`src/rtl/m_demultiplexor1_4_reg.sv`:
```
// Registered 1-to-4 demultiplexor: a single-entry buffer takes one word plus a destination
// select and presents it on exactly one of four valid/ready channels, counting deliveries per channel.
module m_demultiplexor1_4_reg #(
  parameter int WIDTH = 32,
  parameter int CNT_W = 8
) (
  input  logic             i_clk,
  input  logic             i_rst_n,
  input  logic             i_valid,
  output logic             o_ready,
  input  logic [WIDTH-1:0] i_data,
  input  logic [1:0]       i_select,
  output logic [WIDTH-1:0] o_d0,
  output logic [WIDTH-1:0] o_d1,
  output logic [WIDTH-1:0] o_d2,
  output logic [WIDTH-1:0] o_d3,
  output logic [3:0]       o_valid,
  input  logic [3:0]       i_ready,
  output logic [CNT_W-1:0] o_cnt0,
  output logic [CNT_W-1:0] o_cnt1,
  output logic [CNT_W-1:0] o_cnt2,
  output logic [CNT_W-1:0] o_cnt3
);

  typedef enum logic {
    IDLE = 1'b0,
    HOLD = 1'b1
  } state_t;

  state_t           state_r;
  state_t           next_state_s;
  logic [WIDTH-1:0] data_r;
  logic [1:0]       sel_r;
  logic [CNT_W-1:0] cnt_r [4];

  logic             ready_s;
  logic             deliver_s;
  logic             in_xfer_s;
  logic [3:0]       valid_s;
  logic [WIDTH-1:0] d_s [4];

  // Saturating increment: a counter parked at all-ones never wraps back to zero.
  function automatic logic [CNT_W-1:0] sat_inc(input logic [CNT_W-1:0] value);
    logic [CNT_W-1:0] result;
    if (&value) begin
      result = value;
    end else begin
      result = value + {{(CNT_W-1){1'b0}}, 1'b1};
    end
    return result;
  endfunction

  // State register.
  always_ff @(posedge i_clk or negedge i_rst_n) begin
    if (!i_rst_n) begin
      state_r <= IDLE;
    end else begin
      state_r <= next_state_s;
    end
  end

  // Next-state logic; a delivery with a new word waiting keeps the buffer full.
  always_comb begin
    next_state_s = state_r;
    case (state_r)
      IDLE: begin
        if (i_valid) begin
          next_state_s = HOLD;
        end else begin
          next_state_s = IDLE;
        end
      end
      HOLD: begin
        if (deliver_s && !i_valid) begin
          next_state_s = IDLE;
        end else begin
          next_state_s = HOLD;
        end
      end
      default: begin
        next_state_s = IDLE;
      end
    endcase
  end

  // Handshake outputs; only the selected channel's ready is ever consulted.
  always_comb begin
    deliver_s = 1'b0;
    ready_s   = 1'b0;
    valid_s   = 4'b0000;
    case (state_r)
      IDLE: begin
        ready_s = 1'b1;
      end
      HOLD: begin
        deliver_s       = i_ready[sel_r];
        ready_s         = i_ready[sel_r];
        valid_s[sel_r]  = 1'b1;
      end
      default: begin
        ready_s = 1'b0;
      end
    endcase
    in_xfer_s = i_valid & ready_s;
  end

  // Data fan-out: non-selected channels are forced to zero.
  always_comb begin
    for (int n = 0; n < 4; n++) begin
      if (valid_s[n]) begin
        d_s[n] = data_r;
      end else begin
        d_s[n] = {WIDTH{1'b0}};
      end
    end
  end

  // Single-entry buffer; word and select are sampled only on an input transfer.
  always_ff @(posedge i_clk or negedge i_rst_n) begin
    if (!i_rst_n) begin
      data_r <= {WIDTH{1'b0}};
      sel_r  <= 2'd0;
    end else if (in_xfer_s) begin
      data_r <= i_data;
      sel_r  <= i_select;
    end else begin
      data_r <= data_r;
      sel_r  <= sel_r;
    end
  end

  // Per-channel delivery counters.
  always_ff @(posedge i_clk or negedge i_rst_n) begin
    if (!i_rst_n) begin
      for (int n = 0; n < 4; n++) begin
        cnt_r[n] <= {CNT_W{1'b0}};
      end
    end else begin
      for (int n = 0; n < 4; n++) begin
        if (valid_s[n] && i_ready[n]) begin
          cnt_r[n] <= sat_inc(cnt_r[n]);
        end else begin
          cnt_r[n] <= cnt_r[n];
        end
      end
    end
  end

  assign o_ready = ready_s;
  assign o_valid = valid_s;
  assign o_d0    = d_s[0];
  assign o_d1    = d_s[1];
  assign o_d2    = d_s[2];
  assign o_d3    = d_s[3];
  assign o_cnt0  = cnt_r[0];
  assign o_cnt1  = cnt_r[1];
  assign o_cnt2  = cnt_r[2];
  assign o_cnt3  = cnt_r[3];

endmodule

```
`config.mk`:
```
export PLATFORM = sky130hd
export DESIGN_NAME = m_demultiplexor1_4_reg
export DESIGN_NICKNAME = d
export VERILOG_FILES = /design/src/rtl/m_demultiplexor1_4_reg.sv
export SDC_FILE = /design/constraint.sdc
export NUM_CORES = 1
export LEC_CHECK = 0
export CAP_MARGIN = 20
export CORE_ASPECT_RATIO = 0.8
export CORE_UTILIZATION = 35
export CTS_CLUSTER_SIZE = 25
export DETAILED_ROUTE_END_ITERATION = 16
export MAX_ROUTING_LAYER = met4
export PLACE_DENSITY_LB_ADDON = 0.2
export SKIP_LAST_GASP = 1
export SYNTH_ARGS = -nofsm -noshare
export SYNTH_HDL_FRONTEND = slang
export SYNTH_SLANG_ARGS = --single-unit
```
`constraint.sdc`:
```
create_clock -name i_clk -period 2.3 [get_ports i_clk]
set_input_delay 0.23 -clock i_clk [delete_from_list [all_inputs] [get_ports i_clk]]
set_output_delay 0.23 -clock i_clk [all_outputs]
set_load 0.1 [all_outputs]
```
==> results.md <==
| Item | Reported |
| --- | --- |
| Fill cell count | 686 |
| DRT iter0 DRCs | 83 |
| Post-DR vias/cell | 4.83 |
| Final critical delay including setup and external delays | 2100 ps |
| Worst-case clock skew | 4.91 ps |
| Worst Path Class, Setup | reg -> out |
| DP HPWL | 9.90 mm |
| Average wire per cell in the routed design | 17.2 um |
| Number of detailed-route iterations in the first pass | 4 |
| Initial antenna violation count | 0 |
| Starting utilization of the core area | 36.6% |
| Transition time at the pin with the least slew margin | 630 ps |
| Area share of the largest cell type after synthesis | 43.9% |
| Post-synth top area cell | sky130_fd_sc_hd__dfrtp_1 |
| Non-Filler Cell Area, Final | 7680 um2 |
| Area grow syn2layout | 101% |
| Critical path data arrival time | 1870 ps |
| Die outline height | 95.5 um |
| Largest cells by area after synthesis | sky130_fd_sc_hd__dfrtp_1 (44%), sky130_fd_sc_hd__and2_1 (21%), sky130_fd_sc_hd__mux2_2 (12%) |
| Setup-failing EPs final | 0 |
| R2R cell count | 5 |
| Timing-limited maximum frequency | 477 MHz |
| Number of buffers inserted to repair setup after CTS | 0 |
| Mean instance size in the synthesized netlist | 10.4 um2 |
| TritonCTS clock tree | yes |
| Maximum root-to-sink buffer count | 2 |
| Area occupied by registers | 1680 um2 |
| Critical Path End Type | output port |
| Clk Tree Root Cell | sky130_fd_sc_hd__clkbuf_16 |
| Worst-path cell with the longest stage delay | sky130_fd_sc_hd__dfrtp_1 |
| Result of the run | completed |
| Overall global routing resource usage | 23.1% |
| Count of antenna diodes in the layout | 0 |
| Cell area after synthesis | 3820 um2 |
| Clock transition at the register clock pins on the worst setup and hold paths after CTS | 60 ps |
| Leading cell type in the layout, fill and taps excluded | sky130_fd_sc_hd__buf_12 |
| Hold/Removal Path Class | in -> async |
| Yosys synthesis warning count | 0 |
| Port Buffers | 205 |
| Final hold violations | 0 |
| Worst setup slack after placement | 103 ps |
| Area taken by multi-input logic gates | 2100 um2 |
| Area of the placeable core | 10400 um2 |
| Worst Slack Setup Final | 205 ps |
| Final #Nets | 624 |
| DP Area | 7390 um2 |
| WL final | 12.4 mm |
| Setup repair after global routing missed its margin | no |
| Site row count | 33 |
| Inserted Clock Buffers | 9 |
| Post-route antenna net violation count | 0 |
| GRT overflow | 0 |
| Max Cap Viol | 0 |
| Required time at the worst-slack endpoint | 2070 ps |
| Wire length of the first global-routing pass | 19.5 mm |
| Proportion of layout cells with a drive suffix above 1 | 49.0% |
| Count of unique library cells instantiated by Yosys | 35 |
| Post-Synthesis Net Count | 411 |
| Number of top-level pins | 206 |
| Cell count after placement | 707 |
| Top fanout value on the critical path | 24 |
| Number of clock sinks | 67 |
| Biggest cell delay along the critical path | 500 ps |
| # H-tree levels | 3 |
| Maximum number of pins on one net before global-route repair | 35 |
| Nature of the critical path startpoint | flop |
| Most used cells in the layout excluding fill and tap cells | sky130_fd_sc_hd__buf_12 (135), sky130_fd_sc_hd__and2_1 (96), sky130_fd_sc_hd__dfrtp_1 (64) |
| Remaining max-slew budget at the tightest pin | 57.8% |
| Register bit total from synthesis | 67 |
| Clock network latency to the later pin of the worst-skew pair | 320 ps |
| Synth Instances | 366 |
| Filler-free cell count of the finished design | 724 |
| Final worst path period share | 91.1% |
| Cell breakdown of the critical path | nor3b_4 -> buf_4 -> and2_1 -> buf_12 |
| Number of max-slew violations in the final report | 0 |
| GPL Wtd Cong | 0.843 |
| Final routed DRC violation total | 0 |
| Part of the Yosys area used for sequential elements | 43.9% |
| Count of vias placed by the detailed router | 3494 |
| Floorplan die width | 119 um |
| Full die area | 11300 um2 |
| Via count of the first global-routing pass | 3550 |
-- critical path, delay by kind of cell, from the launching register on --
kind	cells	cell delay (ps)
flip-flops	1	500
buffers and inverters	2	500
AND/OR/NAND/NOR	2	540
-- cell usage after synthesis, drive strengths merged --
cell type / instances
a21boi: 1
and4b: 1
a31oi: 1
xnor2: 3
nor2: 13
mux2i: 2
ha: 4
nand2: 18
and2: 131
clkbuf: 11
nor4: 1
nand4: 4
nor3: 6
mux4: 1
inv: 2
buf: 7
o211ai: 2
a32o: 1
nand2b: 7
o21ai: 3
nand3: 10
mux2: 46
o311ai: 1
xor2: 14
and3b: 1
a21oi: 1
dfrtp: 67
a41oi: 1
nor3b: 1
and4: 1
and3: 4
-- layer usage --
layer  up-vias  share of wire (%)  GRT usage (%)
met3        15                5.5           5.32
met1      1707                 41           27.2
met2       137                 52           39.8
met5         -                  0              -
met4         0                1.7           6.43
li1       1635                  -              -
-- final timing paths --
| path | to | start | slack [ps] |
|---|---|---|---|
| worst min-delay path | o_cnt2[2] | i_rst_n | 490 |
| max in group asynchronous | data_r[2] | i_rst_n | 1470 |
| worst min register to register | o_cnt2[5] | o_cnt2[5] | 500 |
| min in group i_clk | o_cnt2[5] | o_cnt2[5] | 500 |
| worst max register to register | data_r[31] | sel_r[0] | 260 |
| worst max-delay path | o_d0[13] | sel_r[1] | 200 |
-- area by class of cell --
| class | instances | share of cell area, % |
|---|---|---|
| timing repair buffer | 220 | 44.8 |
| multi-input combinational | 279 | 27.3 |
| sequential | 67 | 21.9 |
| clock buffer | 10 | 3.11 |
| tap | 140 | 2.28 |
| clock inverter | 6 | 0.538 |
| inverter | 2 | 0.0978 |
-- registers in the layout (all words and copies together) (netlist names) --
register / cells
data_r: 32
state_r: 1
o_cnt3: 8
o_cnt1: 8
o_cnt2: 8
sel_r: 2
o_cnt0: 8
-- cells by family (layout without fill, tap and decap cells) --
logic type	after synthesis	count (layout)	share of synthesized area, %
AND/OR/NAND/NOR	198	198	30.6
flip-flops	67	67	43.9
multiplexers	49	49	15.2
buffers and inverters	20	238	2.68
XOR/XNOR	17	17	3.90
AO/OA/AOI/OAI	11	11	2.45
adder cells (fa/ha/maj)	4	4	1.31
-- what timing repair did --
item	4_1_cts	5_1_grt
setup endpoints to repair	0	0
resized for setup	0	0
hold buffers	1	0
endpoints found under the hold margin	67	0
-- stage by stage --
| stage | setup TNS [ps] | hold WS [ps] | utilization (%) |
|---|---|---|---|
| after CTS | 0 | 492 | 73.5 |
| after global routing | 0 | 517 | 73.5 |
| after detailed placement | 0 | 308 | 70.7 |
| after global placement | 0 | 298 | 70.7 |
| after floorplan | -88.6 | -65.6 | - |
| final | 0 | 494 | 73.5 |
Power is not shown: default switching activity piles up to over one toggle a cycle in this logic, so the estimate is an artifact.
